### config.mk
export PLATFORM = sky130hd
export DESIGN_NAME = systolic_sequencer
export DESIGN_NICKNAME = d
export VERILOG_FILES = /design/src/rtl/systolic_sequencer.sv
export SDC_FILE = /design/constraint.sdc
export NUM_CORES = 1
export LEC_CHECK = 0
export BUFFER_PORTS_ARGS = -buffer_cell sky130_fd_sc_hd__buf_2
export CAP_MARGIN = 5
export CELL_PAD_IN_SITES_DETAIL_PLACEMENT = 0
export CELL_PAD_IN_SITES_GLOBAL_PLACEMENT = 1
export CORE_MARGIN = 10
export CORE_UTILIZATION = 43
export DETAILED_ROUTE_END_ITERATION = 16
export PLACE_DENSITY = 0.74
export SKIP_LAST_GASP = 1
export SLEW_MARGIN = 20
export SYNTH_ARGS = -nofsm -noshare
export SYNTH_HDL_FRONTEND = slang
export SYNTH_SLANG_ARGS = --single-unit
### constraint.sdc
create_clock -name clk_i -period 1.95 [get_ports clk_i]
set_input_delay 0.39 -clock clk_i [delete_from_list [all_inputs] [get_ports clk_i]]
set_output_delay 0.39 -clock clk_i [all_outputs]
set_load 0.03 [all_outputs]
### src/rtl/systolic_sequencer.sv
// Sequencer feeding a MAC grid: loads stationary weights from the input FIFO,
// then gathers activation vectors and issues them with a diagonal row skew.
module systolic_sequencer #(
    parameter int unsigned width_p        = 8,
    parameter int unsigned array_width_p  = 2,
    parameter int unsigned array_height_p = 2,
    parameter int unsigned num_vectors_p  = 4,
    parameter int unsigned drain_cycles_p = array_width_p + array_height_p
) (
    input  logic                                                     clk_i,
    input  logic                                                     reset_i,
    input  logic                                                     start_i,
    output logic                                                     busy_o,
    output logic                                                     done_o,
    input  logic                                                     fifo_valid_i,
    input  logic [width_p-1:0]                                       fifo_data_i,
    output logic                                                     fifo_yumi_o,
    output logic                                                     w_load_o,
    output logic [((array_height_p > 1) ? $clog2(array_height_p) : 1)-1:0] w_row_o,
    output logic [((array_width_p > 1) ? $clog2(array_width_p) : 1)-1:0]   w_col_o,
    output logic [width_p-1:0]                                       w_data_o,
    output logic [array_height_p-1:0]                                act_valid_o,
    output logic [width_p*array_height_p-1:0]                        act_data_o
);

    localparam int unsigned num_macs_lp = array_width_p * array_height_p;
    localparam int unsigned kw_lp = (num_macs_lp > 1) ? $clog2(num_macs_lp) : 1;
    localparam int unsigned gw_lp = (array_height_p > 1) ? $clog2(array_height_p) : 1;
    localparam int unsigned vw_lp = (num_vectors_p > 1) ? $clog2(num_vectors_p) : 1;
    localparam int unsigned dw_lp = (drain_cycles_p > 1) ? $clog2(drain_cycles_p) : 1;
    localparam int unsigned rw_lp = (array_height_p > 1) ? $clog2(array_height_p) : 1;
    localparam int unsigned cw_lp = (array_width_p > 1) ? $clog2(array_width_p) : 1;

    typedef enum logic [2:0] {
        IDLE   = 3'd0,
        LOAD_W = 3'd1,
        GATHER = 3'd2,
        ISSUE  = 3'd3,
        DRAIN  = 3'd4
    } state_e;

    state_e                                  state_q, state_d;
    logic [kw_lp-1:0]                        k_cnt_q, k_cnt_d;
    logic [gw_lp-1:0]                        g_cnt_q, g_cnt_d;
    logic [vw_lp-1:0]                        vec_cnt_q, vec_cnt_d;
    logic [dw_lp-1:0]                        drain_cnt_q, drain_cnt_d;
    logic [array_height_p-1:0][width_p-1:0]  vec_buf_q, vec_buf_d;
    logic                                    done_q, done_d;
    logic                                    pop_c;
    logic                                    issue_c;

    always_ff @(posedge clk_i or negedge reset_i) begin
        if (!reset_i) begin
            state_q     <= IDLE;
            k_cnt_q     <= '0;
            g_cnt_q     <= '0;
            vec_cnt_q   <= '0;
            drain_cnt_q <= '0;
            vec_buf_q   <= '0;
            done_q      <= 1'b0;
        end else begin
            state_q     <= state_d;
            k_cnt_q     <= k_cnt_d;
            g_cnt_q     <= g_cnt_d;
            vec_cnt_q   <= vec_cnt_d;
            drain_cnt_q <= drain_cnt_d;
            vec_buf_q   <= vec_buf_d;
            done_q      <= done_d;
        end
    end

    // Next-state logic; pops only happen while loading weights or gathering
    always_comb begin
        state_d     = state_q;
        k_cnt_d     = k_cnt_q;
        g_cnt_d     = g_cnt_q;
        vec_cnt_d   = vec_cnt_q;
        drain_cnt_d = drain_cnt_q;
        vec_buf_d   = vec_buf_q;
        done_d      = 1'b0;
        issue_c     = 1'b0;
        pop_c       = fifo_valid_i & ((state_q == LOAD_W) | (state_q == GATHER));

        case (state_q)
            IDLE: begin
                if (start_i) begin
                    state_d   = LOAD_W;
                    k_cnt_d   = '0;
                    g_cnt_d   = '0;
                    vec_cnt_d = '0;
                end
            end
            LOAD_W: begin
                if (pop_c) begin
                    if (k_cnt_q == kw_lp'(num_macs_lp - 1)) begin
                        k_cnt_d = '0;
                        g_cnt_d = '0;
                        state_d = GATHER;
                    end else begin
                        k_cnt_d = k_cnt_q + kw_lp'(1);
                    end
                end
            end
            GATHER: begin
                if (pop_c) begin
                    vec_buf_d[g_cnt_q] = fifo_data_i;
                    if (g_cnt_q == gw_lp'(array_height_p - 1)) begin
                        g_cnt_d = '0;
                        state_d = ISSUE;
                    end else begin
                        g_cnt_d = g_cnt_q + gw_lp'(1);
                    end
                end
            end
            ISSUE: begin
                issue_c = 1'b1;
                if (vec_cnt_q == vw_lp'(num_vectors_p - 1)) begin
                    vec_cnt_d   = '0;
                    drain_cnt_d = '0;
                    state_d     = DRAIN;
                end else begin
                    vec_cnt_d = vec_cnt_q + vw_lp'(1);
                    state_d   = GATHER;
                end
            end
            DRAIN: begin
                if (drain_cnt_q == dw_lp'(drain_cycles_p - 1)) begin
                    drain_cnt_d = '0;
                    done_d      = 1'b1;
                    state_d     = IDLE;
                end else begin
                    drain_cnt_d = drain_cnt_q + dw_lp'(1);
                end
            end
            default: state_d = IDLE;
        endcase
    end

    // Weight strobe shares the pop cycle; address derived row-major from k_cnt
    always_comb begin
        fifo_yumi_o = pop_c;
        w_load_o    = pop_c & (state_q == LOAD_W);
        w_row_o     = '0;
        w_col_o     = '0;
        w_data_o    = '0;
        if (w_load_o) begin
            w_row_o  = rw_lp'(32'(k_cnt_q) / array_width_p);
            w_col_o  = cw_lp'(32'(k_cnt_q) % array_width_p);
            w_data_o = fifo_data_i;
        end
    end

    assign busy_o = (state_q != IDLE);
    assign done_o = done_q;

    // Row r delays its slot of the issued vector by r extra cycles
    for (genvar r = 0; r < array_height_p; r++) begin : g_row
        logic [r:0]              v_q, v_d;
        logic [r:0][width_p-1:0] d_q, d_d;

        always_comb begin
            v_d    = v_q << 1;
            v_d[0] = issue_c;
            d_d    = d_q << width_p;
            d_d[0] = issue_c ? vec_buf_q[r] : '0;
        end

        always_ff @(posedge clk_i or negedge reset_i) begin
            if (!reset_i) begin
                v_q <= '0;
                d_q <= '0;
            end else begin
                v_q <= v_d;
                d_q <= d_d;
            end
        end

        assign act_valid_o[r]                     = v_q[r];
        assign act_data_o[r*width_p +: width_p]   = d_q[r];
    end

endmodule
==> results of run 1 <==
==> layer usage <==
metal	track usage, %	wire length [µm]	vias to the layer above
li1	-	-	658
met1	10.86	1715	688
met2	19.01	2294	26
met3	3.076	167	8
met4	4.775	77	0
met5	0	0	-
==> power breakdown <==
group | internal [mW] | leakage [nW] | switching (mW)
combinational | 0.673 | 0.644 | 0.810
sequential | 1.38 | 0.709 | 0.154
clock | 0.281 | 0.0433 | 0.328
total | 2.33 | 1.40 | 1.29
==> worst register-to-register path, cell delays in order, from the launching register on <==
cell and delay [ns]:
sky130_fd_sc_hd__dfrtp_1 0.41, sky130_fd_sc_hd__buf_6 0.15, sky130_fd_sc_hd__buf_4 0.14, sky130_fd_sc_hd__and2b_2 0.25, sky130_fd_sc_hd__nor3b_4 0.20, sky130_fd_sc_hd__buf_4 0.18, sky130_fd_sc_hd__mux2_2 0.33
==> placed cells by master, fill, tap and decap left out, types with 2 or more instances in the layout <==
cell type / Yosys / final
sky130_fd_sc_hd__dfrtp_1: 53 / 53
sky130_fd_sc_hd__buf_2: 7 / 32
sky130_fd_sc_hd__mux2_2: 17 / 17
sky130_fd_sc_hd__and2_1: 26 / 16
sky130_fd_sc_hd__buf_6: 0 / 12
sky130_fd_sc_hd__and2_4: 0 / 10
sky130_fd_sc_hd__nor2_1: 9 / 9
sky130_fd_sc_hd__buf_4: 1 / 9
sky130_fd_sc_hd__clkbuf_8: 0 / 6
sky130_fd_sc_hd__a21oi_1: 5 / 5
sky130_fd_sc_hd__nand2_1: 3 / 3
sky130_fd_sc_hd__nand3_1: 3 / 3
sky130_fd_sc_hd__ha_1: 3 / 3
sky130_fd_sc_hd__and2b_2: 2 / 2
sky130_fd_sc_hd__o31ai_1: 2 / 2
sky130_fd_sc_hd__nand2b_1: 2 / 2
sky130_fd_sc_hd__nor4b_1: 3 / 2
sky130_fd_sc_hd__o22ai_1: 2 / 2
sky130_fd_sc_hd__o21ai_0: 2 / 2
==> cell families (layout without fill, tap and decap cells) <==
group / Yosys count / in the layout / share of synthesized area [%]
XOR/XNOR: 1 / 1 / 0.4133
AO/OA/AOI/OAI: 18 / 18 / 5.667
AND/OR/NAND/NOR: 59 / 59 / 17.83
adder cells (fa/ha/maj): 3 / 3 / 1.771
buffers and inverters: 12 / 63 / 2.716
multiplexers: 17 / 17 / 9.032
flip-flops: 53 / 53 / 62.57
==> layout make-up <==
type                    count  area (µm²)  area share, %
flip-flops and latches     53        1326          49.65
multi-input cells          98       780.7          29.23
well taps                  67       83.83          3.138
clock inverters             1       7.507         0.2810
repair buffers             54       382.9          14.33
clock buffers               6       82.58          3.091
inverters                   2       7.507         0.2810
==> registers in the layout, summed over array words and instances (netlist names), 3 cells and up <==
signal / flops
act_data_o: 8
g_row.d_d: 8
g_row.d_q: 8
state_q: 3
vec_buf_q: 16
==> how the worst max path moves through the flow <==
stage                    start           to  slack, ns  cells after the start
global route        state_q[2]  w_data_o[6]      -0.10                      4
floorplan           state_q[1]  fifo_yumi_o       0.03                      4
detailed placement  state_q[0]  w_data_o[0]       0.21                      5
finish              state_q[2]  w_data_o[6]      -0.02                      4
CTS                 state_q[0]  w_data_o[0]    -0.0007                      5
global placement    state_q[0]  w_data_o[0]       0.27                      5
==> through the flow <==
step,hold slack (ns),cells
floorplan,0.09441,163
detailed placement,0.3347,270
global placement,0.3327,270
CTS,0.04654,278
finish,0.03834,281
global route,0.06015,281
==> repair_timing <==
action | 4_1_cts | 5_1_grt
hold buffers | 0 | 0
gates resized for setup | 0 | 48
gates cloned | 0 | 1
pin swaps | 0 | 7
setup buffers | 1 | 3
endpoints found under the setup margin | 10 | 11
==> flow_summary.toml, run 1 <==
[grt]
first_global_vias = 1428
grt_use_total_pct = 10.48
initial_antenna_violation_count = 0
grt_max_degree = 34
grt_first_pass_wirelength_um = 6858
gr-total-overflow = 0

[cts]
clkSlewWorstSetupHoldPaths_ns = 0.09
tritoncts = "yes"
cts_made_buffers = 5
clk_path_buf_depth = 2
clock_tree.htree_level_count = 2
ctsRootBufferMaster = "sky130_fd_sc_hd__clkbuf_8"
worstSkewPairLatency_ns = 0.30
cts.sinks = 53

[worst_hold_path]
worstHoldPathType = "in2async"

[finish]
final_area_um2 = 2671
antennaDiodeCount = 0
nNetsFinal = 229
final_util_pct = 56.18
areaGrowthSynthToFinish_pct = 26.03
layout-drive-gt1-share_pct = 45.33
nFillCells = 432

[timing]
setup_viol_count_final = 4
clock-skew-final_ns = 0.004365
pnr_worst_setup_slack_ns = -0.02398
finalCriticalPeriod_ns = 1.974
worst_pin_slew_ns = 0.5800
final_max_slew_viol_count = 0
rsz0062_at_grt = "yes"
setup_total_negative_slack_ns = -0.08774
final_report_hold_violation_count = 0
fmax_ghz = 0.5066
slew_headroom_pct = 61.33
min_period_over_period_pct = 101.2

[logic_synthesis]
ys_types = 37
syn_area_per_cell_um2 = 13.00
netlist_top_cells_area = "sky130_fd_sc_hd__dfrtp_1 63%, sky130_fd_sc_hd__mux2_2 9.0%, sky130_fd_sc_hd__and2_1 7.7%"
ys_dominant_reg_cell = "sky130_fd_sc_hd__dfrtp_1"
syn_std_cell_area_um2 = 2120
synthTopCellsByCount = "53 x sky130_fd_sc_hd__dfrtp_1, 26 x sky130_fd_sc_hd__and2_1, 17 x sky130_fd_sc_hd__mux2_2"
number_of_warnings_reported_in_the_yosys_synthesis_log = 0
ys_seq_area_share_pct = 62.57
syn-num-nets = 178
ys_ff_latch = 53
yosys.area.top_type_share_pct = 62.57
synthCells = 163
post-synth-top-area-cell = "sky130_fd_sc_hd__dfrtp_1"
synth-edff-count = 0
synthMostInstantiatedCell = "sky130_fd_sc_hd__dfrtp_1"
ffs_w_async_s_r_synth_pct = 100.0

[pwr]
vdd.ir_drop.worst_mv = 0.6734
report.power.total_mw = 3.624
powerDensity_nw_per_um2 = 1357
cellLeakagePower_nw = 1.396

[status]
run_status = "finished, violations left"
failing_checks = "setup timing"

[placed_design]
dp_hpwl_um = 3008
gp_routability_congestion = 0.8375
pre_cts_ws_ns = 0.2145
placement.cell_area_um2 = 2440
buffer_ports.inserted = 43

[worst_setup_path]
critical_path_buf_inv_count = 2
critPathArrivalTime_ns = 1.58
reg2reg_setup_slack_ns = 0.17
worst_r2r_startpoint = "state_q[0]"
setup.worst_path.end_class = "output port"
crit_chain = "nor4b_4, buf_4, and2_4, buf_6"
r2r_end = "vec_buf_q[4]"
req_time_crit_path_ns = 1.56
crit_path_max_fanout = 5
timing.reg2reg.worst_path_depth = 6
critPathLaunchType = "register"
critical-path-max-stage-delay_ns = 0.43
crit_family = "simple AND/OR/NAND/NOR gates"
timing_worst_setup_path_type = "reg2out"
crit_slowest_cell = "sky130_fd_sc_hd__dfrtp_1"

[detailed_routing]
drc_violations_left = 0
num_vias = 1380
routed_wire_length_per_instance_um = 15.14
route.final.wire_length_um = 4255
drt_iter0_markers = 31
drtPass1Iterations = 4
drtAntennaViolNets = 0
drt-vias-per-instance = 4.911

[floorplan]
area_of_the_core_region_um2 = 4755
start_util_pct = 44.58
die_height_um = 90.21
fp.dieW_um = 90.21
die_area_um2 = 8137
rows = 25
num_io_pins = 44

[run]
timing.max_cap.violations = 0
No activity file was read; power rests on OpenSTA's default activity.
==> run 2, diff against run 1 <==
Settings changed: CORE_UTILIZATION 43 to 46, GPL_ROUTABILITY_DRIVEN set to 0, PLACE_DENSITY 0.74 to 0.79.
Clock period 1.95 ns to 2.3 ns, I/O delays scaled along.
==> run 2 against run 1 <==
Count of clock-buffer cells in the layout stayed put. Sequential power is 15% lower. Wire length is 5.2% lower. Critical path depth is 1 higher. The flow now finishes without violations. Power is 17% lower. Global-route usage is 0.51 points higher. Cell area is 5.3% lower. Largest cell class unchanged. Die area is 5.1% lower.
==> flow_summary.toml, run 2 (synthesis results as in run 1) <==
[floorplan]
fp.dieW_um = 87.88
rows = 24
start_util_pct = 48.02
area_of_the_core_region_um2 = 4414
num_io_pins = 44
die_area_um2 = 7723
die_height_um = 87.88

[detailed_routing]
drtPass1Iterations = 4
met3_layer_wire_length_in_the_routed_design_um = 310
num_vias = 1340
drtAntennaViolNets = 0
dr_wl_met2_um = 1978
drc_violations_left = 0
route.final.wire_length_um = 4034
drt-vias-per-instance = 5.076
routed_wire_length_per_instance_um = 15.28
detailed_routing_wirelength_on_met1_um = 1665
drt_iter0_markers = 44
top_layer_used = "met4"

[finish]
antennaDiodeCount = 0
final_cell_mix = "52 x sky130_fd_sc_hd__dfrtp_1, 43 x sky130_fd_sc_hd__buf_2, 26 x sky130_fd_sc_hd__and2_1"
areaGrowthSynthToFinish_pct = 19.30
largest-register = "vec_buf_q"
nFillCells = 387
nNetsFinal = 226
max_ffs_per_register = 16
layout-drive-gt1-share_pct = 39.15
regArea_um2 = 1328
multiInputGateArea_um2 = 742.0
layout_commonest_cell = "sky130_fd_sc_hd__dfrtp_1"

[grt]
first_global_vias = 1378
grt_use_total_pct = 10.99
gr-total-overflow = 0
initial_antenna_violation_count = 0
grt_max_degree = 35
grt_first_pass_wirelength_um = 6679

[worst_setup_path]
crit_chain = "inv_1, nor4b_2, buf_4, and2_1, buf_2"
critical-path-max-stage-delay_ns = 0.41
critPathLaunchType = "register"
r2r_end = "vec_buf_q[1]"
worst_r2r_startpoint = "state_q[0]"
critical_path_buf_inv_count = 3
crit_family = "buffers and inverters"
crit_path_max_fanout = 6
timing_worst_setup_path_type = "reg2out"
req_time_crit_path_ns = 1.84
reg2reg_setup_slack_ns = 0.50
setup.worst_path.end_class = "output port"
critPathArrivalTime_ns = 1.65
timing.reg2reg.worst_path_depth = 4
crit_start = "state_q[0]"
crit_slowest_cell = "sky130_fd_sc_hd__dfrtp_2"

[cts]
tritoncts = "yes"
cts_setup_buffers = 0
clkSlewWorstSetupHoldPaths_ns = 0.09
clk_path_buf_depth = 2
ctsRootBufferMaster = "sky130_fd_sc_hd__clkbuf_8"
cts_made_buffers = 5
clock_tree.htree_level_count = 2
cts.sinks = 53
worstSkewPairLatency_ns = 0.30

[run]
timing.max_cap.violations = 0

[timing]
min_period_over_period_pct = 91.90
final_report_hold_violation_count = 0
rsz0062_at_grt = "no"
finalCriticalPeriod_ns = 2.114
worst_pin_slew_ns = 0.7171
clock-skew-final_ns = 0.006111
final_max_slew_viol_count = 0
setup_viol_count_final = 0
slew_headroom_pct = 52.19
setup_total_negative_slack_ns = 0
fmax_ghz = 0.4731

[pwr]
vdd.ir_drop.worst_mv = 0.6616
report.power.total_mw = 3.000
cellLeakagePower_nw = 1.354
powerDensity_nw_per_um2 = 1186

[placed_design]
buffer_ports.inserted = 43
dp_hpwl_um = 3032

[worst_hold_path]
worstHoldPathType = "in2async"

[status]
run_status = "complete, no violations"
run 2: changes by cell type in the layout (fill, tap and decap cells not counted), moves of 10 or more:
cell	before	now
sky130_fd_sc_hd__buf_2	32	43
sky130_fd_sc_hd__and2_4	10	0
sky130_fd_sc_hd__and2_1	16	26
sky130_fd_sc_hd__buf_6	12	0
run 2: layout make-up:
type | instances | share of cell area [%]
Clock buffer | 6 | 2.870
Clock inverter | 2 | 1.534
Inverter | 2 | 0.2969
Multi-Input combinational cell | 98 | 29.34
Sequential cell | 53 | 52.50
Tap cell | 52 | 2.573
Timing Repair Buffer | 51 | 10.89
run 2: how the worst max path moves through the flow:
stage,end,cells after the start
floorplan,fifo_yumi_o,4
finish,w_data_o[5],5
global route,w_data_o[0],5
detailed placement,w_data_o[2],5
CTS,w_data_o[2],5
global placement,w_row_o,5
run 2: report_power, final:
part	switching (mW)	internal, mW
clock	0.294	0.327
sequential	0.128	1.17
combinational	0.636	0.444
run 2: timing repair:
item,in CTS,in global routing
setup endpoints to repair,0,5
hold buffers,0,0
resized for setup,0,1
run 2: through the flow:
step | instance area, µm² | std cells | utilization [%] | setup slack (ns) | hold slack [ns]
6_report | 2529 | 264 | 57.28 | 0.1864 | 0.2010
3_3_place_gp | 2416 | 256 | 54.73 | 0.4825 | 0.3348
3_5_place_dp | 2416 | 256 | 54.73 | 0.4320 | 0.3347
4_1_cts | 2527 | 264 | 57.26 | 0.09980 | 0.2193
5_1_grt | 2529 | 264 | 57.28 | 0.04063 | 0.2568
2_1_floorplan | 2120 | 163 | - | 0.3109 | 0.1644
run 2: per-layer routing:
layer	up-vias	global-route usage, %
li1	648	-
met1	650	12.42
met2	34	18.12
met3	8	3.993
met4	0	5.072
met5	-	0
